===== src/rtl/multicycle_ctrl.sv =====
// Multicycle MIPS-subset control FSM (FETCH/DECODE/EXEC/MEM/WB), 2-5 cycles per instruction.
// Memory handshake holds mem_req until mem_ack; no other backpressure.
module multicycle_ctrl (
  input  logic        clk,
  input  logic        reset_n,
  input  logic [31:0] instr,
  input  logic        zero,
  input  logic        sign,
  input  logic        mem_ack,
  output logic        mem_req,
  output logic        pc_we,
  output logic        ir_we,
  output logic        reg_we,
  output logic        memwr,
  output logic        illegal,
  output logic [2:0]  state,
  output logic [1:0]  regdst,
  output logic [1:0]  write_sel,
  output logic [1:0]  pc_sel,
  output logic [1:0]  aluctr,
  output logic        alusrc,
  output logic [1:0]  extop,
  output logic        addi,
  output logic        bltzal
);

  typedef enum logic [2:0] {
    FETCH  = 3'd0,
    DECODE = 3'd1,
    EXEC   = 3'd2,
    MEM    = 3'd3,
    WB     = 3'd4
  } state_t;

  typedef enum logic [3:0] {
    I_ILL, I_ADDU, I_SUBU, I_SLT, I_JR, I_ORI, I_LW, I_SW,
    I_BEQ, I_JAL, I_LUI, I_ADDI, I_J, I_ADDIU, I_BLTZAL
  } op_t;

  typedef struct packed {
    logic [1:0] regdst;
    logic [1:0] write_sel;
    logic [1:0] aluctr;
    logic       alusrc;
    logic [1:0] extop;
    logic       addi;
    logic       bltzal;
  } ctl_t;

  state_t     state_q;
  state_t     state_d;
  op_t        op;
  ctl_t       ctl;
  ctl_t       fld;
  logic [5:0] opcode;
  logic [5:0] funct;
  logic [4:0] rt;
  logic       unused_instr;

  assign opcode       = instr[31:26];
  assign rt           = instr[20:16];
  assign funct        = instr[5:0];
  assign unused_instr = ^{instr[25:21], instr[15:6]};

  always_comb begin
    op = I_ILL;
    case (opcode)
      6'b000000: begin
        case (funct)
          6'b100001: op = I_ADDU;
          6'b100011: op = I_SUBU;
          6'b101010: op = I_SLT;
          6'b001000: op = I_JR;
          default:   op = I_ILL;
        endcase
      end
      // REGIMM: only bltzal (rt=10000) is implemented
      6'b000001: op = (rt == 5'b10000) ? I_BLTZAL : I_ILL;
      6'b000010: op = I_J;
      6'b000011: op = I_JAL;
      6'b000100: op = I_BEQ;
      6'b001000: op = I_ADDI;
      6'b001001: op = I_ADDIU;
      6'b001101: op = I_ORI;
      6'b001111: op = I_LUI;
      6'b100011: op = I_LW;
      6'b101011: op = I_SW;
      default:   op = I_ILL;
    endcase
  end

  always_comb begin
    ctl = '0;
    case (op)
      I_SUBU: ctl.aluctr = 2'b01;
      I_SLT: begin
        ctl.aluctr    = 2'b01;
        ctl.write_sel = 2'b11;
      end
      I_ORI: begin
        ctl.regdst = 2'b01;
        ctl.aluctr = 2'b10;
        ctl.alusrc = 1'b1;
      end
      I_LW: begin
        ctl.regdst    = 2'b01;
        ctl.write_sel = 2'b01;
        ctl.alusrc    = 1'b1;
        ctl.extop     = 2'b01;
      end
      I_SW: begin
        ctl.regdst = 2'b01;
        ctl.alusrc = 1'b1;
        ctl.extop  = 2'b01;
      end
      I_BEQ: begin
        ctl.regdst = 2'b01;
        ctl.aluctr = 2'b01;
        ctl.extop  = 2'b01;
      end
      I_JAL: begin
        ctl.regdst    = 2'b10;
        ctl.write_sel = 2'b10;
      end
      I_LUI: begin
        ctl.regdst = 2'b01;
        ctl.alusrc = 1'b1;
        ctl.extop  = 2'b10;
      end
      I_ADDI: begin
        ctl.regdst = 2'b01;
        ctl.alusrc = 1'b1;
        ctl.extop  = 2'b01;
        ctl.addi   = 1'b1;
      end
      I_ADDIU: begin
        ctl.regdst = 2'b01;
        ctl.alusrc = 1'b1;
        ctl.extop  = 2'b01;
      end
      I_BLTZAL: begin
        ctl.regdst    = 2'b10;
        ctl.write_sel = 2'b10;
        ctl.aluctr    = 2'b11;
        ctl.extop     = 2'b01;
        ctl.bltzal    = 1'b1;
      end
      default: ctl = '0;
    endcase
  end

  always_ff @(posedge clk) begin
    if (!reset_n) state_q <= FETCH;
    else          state_q <= state_d;
  end

  always_comb begin
    state_d = state_q;
    fld     = '0;
    mem_req = 1'b0;
    pc_we   = 1'b0;
    ir_we   = 1'b0;
    reg_we  = 1'b0;
    memwr   = 1'b0;
    illegal = 1'b0;
    pc_sel  = 2'b00;
    case (state_q)
      FETCH: begin
        mem_req = 1'b1;
        if (mem_ack) begin
          ir_we   = 1'b1;
          pc_we   = 1'b1;
          state_d = DECODE;
        end
      end
      DECODE: begin
        if (op == I_ILL) begin
          illegal = 1'b1;
          state_d = FETCH;
        end else begin
          fld     = ctl;
          state_d = EXEC;
        end
      end
      EXEC: begin
        fld     = ctl;
        state_d = FETCH;
        case (op)
          I_LW, I_SW: state_d = MEM;
          I_ADDU, I_SUBU, I_SLT, I_ORI, I_LUI, I_ADDI, I_ADDIU: state_d = WB;
          I_J: begin
            pc_we  = 1'b1;
            pc_sel = 2'b10;
          end
          I_JAL: begin
            pc_we  = 1'b1;
            pc_sel = 2'b10;
            reg_we = 1'b1;
          end
          I_JR: begin
            pc_we  = 1'b1;
            pc_sel = 2'b11;
          end
          I_BEQ: begin
            pc_we  = zero;
            pc_sel = 2'b01;
          end
          // link is written unconditionally, the branch only when rs is negative
          I_BLTZAL: begin
            reg_we = 1'b1;
            pc_we  = sign;
            pc_sel = 2'b01;
          end
          default: state_d = FETCH;
        endcase
      end
      MEM: begin
        fld     = ctl;
        mem_req = 1'b1;
        memwr   = (op == I_SW);
        if (mem_ack) state_d = (op == I_LW) ? WB : FETCH;
      end
      WB: begin
        fld     = ctl;
        reg_we  = 1'b1;
        state_d = FETCH;
      end
      default: state_d = FETCH;
    endcase
    if (!reset_n) begin
      fld     = '0;
      mem_req = 1'b0;
      pc_we   = 1'b0;
      ir_we   = 1'b0;
      reg_we  = 1'b0;
      memwr   = 1'b0;
      illegal = 1'b0;
      pc_sel  = 2'b00;
    end
  end

  assign state = reset_n ? state_q : FETCH;
  assign {regdst, write_sel, aluctr, alusrc, extop, addi, bltzal} = fld;

endmodule


===== config.mk =====
export PLATFORM = sky130hd
export DESIGN_NAME = multicycle_ctrl
export DESIGN_NICKNAME = d
export VERILOG_FILES = /design/src/rtl/multicycle_ctrl.sv
export SDC_FILE = /design/constraint.sdc
export NUM_CORES = 1
export LEC_CHECK = 0
export ABC_AREA = 1
export CAP_MARGIN = 30
export CORE_AREA = 2 2 55 57
export CTS_CLUSTER_SIZE = 20
export DETAILED_ROUTE_END_ITERATION = 7
export DIE_AREA = 0 0 57 59
export GPL_ROUTABILITY_DRIVEN = 0
export PLACE_DENSITY = 0.77
export SLEW_MARGIN = 20
export SYNTH_ARGS = -nofsm -noshare
export SYNTH_HDL_FRONTEND = slang
export SYNTH_SLANG_ARGS = --single-unit

===== constraint.sdc =====
create_clock -name clk -period 1.4 [get_ports clk]
set_input_delay 0.28 -clock clk [delete_from_list [all_inputs] [get_ports clk]]
set_output_delay 0.28 -clock clk [all_outputs]
set_load 0.05 [all_outputs]

==> summary.txt, run 1 <==
Status - stopped before the end
Failed at - global routing (5_1_grt)
Error - [ERROR DPL-0038] Utilization greater than 100%, impossible to legalize
IO Pins - 59
Placed cells - 301
Cell variety after synth - 25
Warnings, synthesis - 0
CTS buffer count - 3
Mapped Cells - 182
DP Wirelength - 2.97 mm
Avg Inst Size Synth - 4.90 um2
Root buf cell - clkbuf_4
CTS sink count - 3
Hold buffers post-CTS - 0
Synthesized cell area - 892 um2
Largest net degree at the start of global routing - 7
Die width - 57 um
Vert. Die Dim - 59 um
FP Rows - 19
Post-Syn Nets - 219
GR repair worst EP - pc_we
CTS Buffer Depth - 2
PortBufs - 43
Yosys reg bits - 3
Worst-path end type - output port
# H-tree levels - 1
Initial Utilization - 32.9%
Placed instance area - 2090 um2
Sequential area share after synthesis - 6.73%
[cells in the mapped netlist, drive strengths merged]
master,n,area [um2]
nand2,44,180
o21a,1,7.51
a31oi,1,6.26
nor4,1,6.26
inv,39,146
o2111ai,1,8.76
o211ai,1,7.51
nor2,49,211
a22o,1,8.76
a21oi,5,25.0
dfxtp,3,60.1
nand3,16,100
o22ai,1,6.26
buf,1,11.3
o21ai,2,10.0
nand4,7,43.8
nand3b,1,7.51
nor3,8,45.0
[repair_timing]
item / CTS
pin swaps: 54
setup buffers: 29
gates resized for setup: 128
endpoints found under the setup margin: 25
[kinds of logic after synthesis]
kind of cell / after synthesis / synth area share [%]
simple gates: 126 / 66.6
buf+inv: 40 / 17.7
compound gates: 13 / 8.98
flops: 3 / 6.73
[stage by stage]
step           hold slack (ns)  setup slack (ns)  setup TNS [ns]  utilization, %
3_3_place_gp             0.706            -0.954          -15.92            77.1
3_5_place_dp             0.696             -1.03          -16.89            77.1
2_1_floorplan            0.469            -0.421           -3.91               -
4_1_cts                  0.575            -0.580           -8.91            92.4
==> inputs of run 2 (changes only) <==
CORE_AREA = 2 2 63 65   (was 2 2 55 57)
CTS_CLUSTER_SIZE = unset   (was 20)
DIE_AREA = 0 0 65 67   (was 0 0 57 59)
PLACE_DENSITY = unset   (was 0.77)
PLACE_DENSITY_LB_ADDON = 0.15   (was unset)
clock period = 1.8 ns   (was 1.4 ns; I/O delays follow)
==> run 2 against run 1 <==
Against the previous run: synthesized cell count unchanged; the flow now finishes, with violations (negative setup slack); area after synthesis unchanged.
==> summary.txt, run 2 <==
Routed Antenna Nets - 0
IO Pins - 59 (unchanged)
Clock power frac - 31.1%
Regs by FF count - state_q x3
Fin crit period - 2.20 ns
Die width - 65 um (was 57 um)
FP Rows - 22 (was 19)
Worst EP arrival - 1.84 ns
Avg Inst Size Synth - 4.90 um2 (unchanged)
Mapped Cells - 182 (unchanged)
# H-tree levels - 1 (unchanged)
Switching portion of total power - 36.6%
Share of the synthesized area in the top cell type - 17.7% (unchanged)
Int Pwr - 379 uW
Global-route wire length before repair - 6.35 mm
PwrDens - 243 nW/um2
Critical Path Max Stage Delay - 0.17 ns
Sequential area share after synthesis - 6.73% (unchanged)
Maximum clock rate - 454 MHz
Max Clock Skew - 0.000944 ns
Final Hold Vio Count - 0
Initial antenna violation count - 0
Vert. Die Dim - 67 um (was 59 um)
Drt wl/cell - 11.5 um
Largest register by flop count - state_q
Warnings, synthesis - 0 (unchanged)
CP max FO - 5
Crit-path cells - buf_2 -> nor2_4 -> nand2_4 -> nor2_4 -> buf_4 -> nand2_2 -> nand3_2 -> nor2_2 -> nand2_1 -> nand2_2 -> nand2_2 -> nand2_4 -> nor2_4 -> buf_12
Synthesized cell area - 892 um2 (unchanged)
# setup viols final - 14
IR drop worst, VDD - 0.476 mV
1st-iter DRT viols - 54
Hold buffers post-CTS - 0 (unchanged)
Root buf cell - clkbuf_8 (was clkbuf_4)
Max reg flops - 3
Cell variety after synth - 25 (unchanged)
DR pass1 iterations - 4
Final WS setup - -0.401 ns
Worst Path Required - 1.44 ns
Critical path endpoint category - primary output
Drc violations - 0
DP Wirelength - 2.78 mm (was 2.97 mm)
Initial Utilization - 24.7% (was 32.9%)
Synth cell count leaders - 42 x nor2_1, 40 x nand2_1, 37 x inv_1 (unchanged)
Clock Latency Late Sink - 0.21 ns
Layout area overhead - 175%
PortBufs - 43 (unchanged)
Hold/Removal Path Class - flop to flop
Via count - 1,528
Share of layout cells above drive strength 1 - 62.5%
Async S/R FF share, synth - 0% (unchanged)
Worst-Margin Slew - 0.357 ns
Combinational share of power - 57.0%
Max-cap violations - 0
Top FF cell, synth - dfxtp_1 (unchanged)
Yosys reg bits - 3 (unchanged)
CTS sink count - 3 (unchanged)
CTS tree - yes
LEAKAGE - 0.00124 uW
Most frequent cells in the layout - 57 x buf_4, 30 x nand2_1, 22 x inv_1, 22 x buf_12, 19 x nor2_1
Net Sw Power - 219 uW
EDFF count, synth - 0 (unchanged)
Via density - 4.51
Final #Nets - 329
Worst hold slack - 0.618 ns
CTS Buffer Depth - 2 (unchanged)
Startpoint types - input pin
Reg power frac - 11.9%
Status - finished, violations left (was stopped before the end)
Critical-path top delay cell - nor2_4
Final worst-path cycle share - 122%
RSZ-0062 raised after global routing - true
CTS buffer count - 3 (unchanged)
Count leader, synth - nor2_1 (unchanged)
Crit-path leading delay family - simple AND/OR/NAND/NOR gates
Failing checks - negative setup slack
Crit path kind - input pin to primary output
# diodes - 0
Vias in the first global route - 1,465
Synth area leader - nor2_1 (unchanged)
CORE AREA - 3610 um2
Commonest non-fill, non-tap cell in the layout - buf_4
Clock-pin slew on the worst setup and hold paths - 0.03 ns
Die area - 4360 um2
Overall Global Routing Usage - 18.1%
Gr ovfl total - 0
Max-slew violations - 0
Post-Syn Nets - 219 (unchanged)
Final wirelength - 3.88 mm
Slew Limit Headroom - 76.0%
Pwr Total - 598 uW
Largest net degree at the start of global routing - 7
Worst path bufs/invs - 3
Synth area leaders - nor2_1 18%, nand2_1 17%, inv_1 16% (unchanged)
Filler cell count - 286
==> run 2: kinds of logic (layout without fill, tap and decap cells) <==
| group | count (synthesis) | after routing | synth area share, % |
|---|---|---|---|
| buffers and inverters | 40 | 149 | 17.7 |
| and+or+nand+nor | 126 | 126 | 66.6 |
| DFF | 3 | 3 | 6.73 |
| AOI/OAI and AO/OA | 13 | 13 | 8.98 |
==> run 2: per-layer routing <==
| metal | global-route usage [%] | part of all wire [%] | vias up |
|---|---|---|---|
| met3 | 1.52 | 4.0 | 2 |
| li1 | - | - | 798 |
| met2 | 35.3 | 54 | 37 |
| met5 | 0 | 0 | - |
| met4 | 0.798 | 0.49 | 0 |
| met1 | 22.4 | 41 | 691 |
==> run 2: per-stage QoR <==
stage	TNS (ns)	util, %	cells	area, um2	worst slack [ns]
3_3_place_gp	-10.95	54.0	307	1950	-0.781
4_1_cts	-3.90	63.6	330	2290	-0.411
5_1_grt	-5.48	68.1	339	2460	-0.518
6_report	-4.07	68.1	339	2460	-0.401
2_1_floorplan	-1.99	-	182	983	-0.187
3_5_place_dp	-11.20	54.0	307	1950	-0.805
==> run 2: power by group through the flow <==
stage	combinational [uW]	sequential, uW	clock [uW]
finish	341	71.1	186
global route	366	71.5	201
CTS	308	72.1	193
detailed placement	269	72.9	0
global placement	268	72.8	0
floorplan	126	72.1	0
==> run 2: tightest hold or removal path, delay by kind of cell, from the launching register on <==
kind,cells,cell delay (ns)
compound gates,1,0.06
simple gates,2,0.13
flops,1,0.38
==> run 2: what timing repair did <==
action / CTS / global route
resized for setup: 107 / 33
buffers inserted: 19 / 9
pin swaps: 45 / 22
setup endpoints to repair: 22 / 19
==> run 2: path summary, 6_finish.rpt <==
check                           startpoint  slack [ns]  depth (start not counted)         end
worst max-delay path             instr[29]       -0.40                         14   aluctr[0]
worst min-delay path            state_q[2]        0.62                          3  state_q[2]
worst max register to register  state_q[0]        0.61                          8  state_q[1]
worst min register to register  state_q[2]        0.62                          3  state_q[2]
==> run 2: cell type report <==
class / count / area [um2] / share of cell area (%)
Timing Repair Buffer: 106 / 1140 / 46.3
Multi-Input combinational cell: 139 / 995 / 40.5
Inverter: 39 / 149 / 6.06
Sequential cell: 3 / 71.3 / 2.90
Tap cell: 48 / 60.1 / 2.45
Clock buffer: 4 / 45.0 / 1.83
Power figures use the tool's default switching activity.
==> variant, RTL diff (settings of run 2) <==
Make the reset (`reset_n`) asynchronous in one clocked block.
--- a/src/rtl/multicycle_ctrl.sv
+++ b/src/rtl/multicycle_ctrl.sv
@@ -151,3 +151,3 @@
 
-  always_ff @(posedge clk) begin
+  always_ff @(posedge clk or negedge reset_n) begin
     if (!reset_n) state_q <= FETCH;
Behaviour: same outputs for any inputs over 10 cycles, from zero or initial values and one cycle with reset_n low; that may be too few to reach the edited logic, so the function may still have changed.
==> variant against run 2 <==
- maximum frequency is 0.81% lower
- global-route usage up 2.3 points
- worst hold slack got worse by 0.22 ns
- synthesized cell count is 1.6% higher
- sequential power increased by 35%
- power increased by 55%
- sequential cell count unchanged
- via count is 9.2% higher
- synthesized area is 7.0% higher
- sequential share of layout area about the same
- the run still ends with negative setup slack left
- setup slack lost 0.018 ns
- cell area grew 12%
- wire length grew 31%
- critical path type unchanged
==> variant: results <==
group,metric,value,unit
synthesis,ys_seq_area_share,7.86,%
synthesis,synth-main-ff-cell,"dfrtp_1",
synthesis,synth_common_cells,"nand2_1, nor2_1, inv_1, nor2_2, nand3_1",
synthesis,synth_area_per_cell,5.16,sq um
power,p_leak,1.35,nW
synthesis,async_reset_ff_share,100,%
clock_network,post_cts.repair.setup_buffers,14,
routing,wirelength,5090,um
final_layout,num-fill-cells,231,
sta,final-setup-viol-count,19,
clock_network,postCtsResizedCells,130,
sta,fin_setup_tns,-4.95,ns
global_route,grt_pass1_wl,7010,um
place,place_ws,-0.829,ns
routing,wire_per_inst,15.0,um
sta,final.setup_skew,0.00392,ns
global_route,use_met2,36.6,%
global_route,grt_pass1_vias,1613,
synthesis,synth_cell_type_count,21,
final_layout,drive_gt1_share,71.1,%
global_route,grtUsageTotal,20.4,%
min_path,hp-class,"in -> async",
routing,drt_iter0_drc,90,
power,internal_power,508,uW
global_route,grt_max_degree,7,
setup_path,critPathArrivalTime,1.86,ns
outcome,status,"finished with violations",
outcome,violations,"negative setup slack",
sta,fin_ws,-0.419,ns
place,dp.cells,313,
variant: path summary, 6_finish.rpt:
path / start / endpoint / slack, ns / depth (start not counted)
hold / removal: reset_n / state_q[1] / 0.40 / 2
min in group clk: state_q[2] / state_q[2] / 0.79 / 4
hold reg to reg: state_q[2] / state_q[2] / 0.79 / 4
setup reg to reg: state_q[2] / state_q[2] / 0.35 / 7
max in group asynchronous: reset_n / state_q[0] / 1.25 / 2
setup / recovery: instr[31] / aluctr[0] / -0.42 / 14
variant: cells by family after synthesis:
| kind of cell | Yosys count | share of synthesized area (%) |
|---|---|---|
| and+or+nand+nor | 133 | 70.8 |
| buffers and inverters | 41 | 16.5 |
| DFF | 3 | 7.86 |
| AOI/OAI and AO/OA | 8 | 4.85 |
variant: power groups by stage:
stage	registers (mW)	clock network (mW)	logic (mW)
after global routing	0.0975	0.202	0.664
after floorplan	0.0823	0	0.243
after CTS	0.0906	0.199	0.561
final	0.0961	0.199	0.630
after global placement	0.0839	0	0.459
after detailed placement	0.0837	0	0.460
variant: layout make-up:
type | count | area (sq um) | share of cell area (%)
clock buffers | 4 | 45.0 | 1.64
inverters | 40 | 165 | 6.02
multi-input cells | 141 | 1220 | 44.5
flip-flops and latches | 3 | 78.8 | 2.88
well taps | 48 | 60.1 | 2.19
repair buffers | 103 | 1170 | 42.8
variant: layer usage:
layer / share of wire [%] / wire (um)
met5: 0 / 0
met4: 3.8 / 193
met3: 4.1 / 207
met2: 49 / 2520
met1: 43 / 2170
variant: worst max-delay path, stage by stage:
cell and delay [ns]:
buf_8 0.11, nor2_4 0.19, buf_12 0.15, nand3_4 0.12, nand2_2 0.12, nor2_2 0.04
nand3_2 0.10, nor2_2 0.05, nand2_2 0.08, nand2_2 0.08, nand2_4 0.09, nand2_8 0.09
nor2_4 0.13, buf_12 0.15
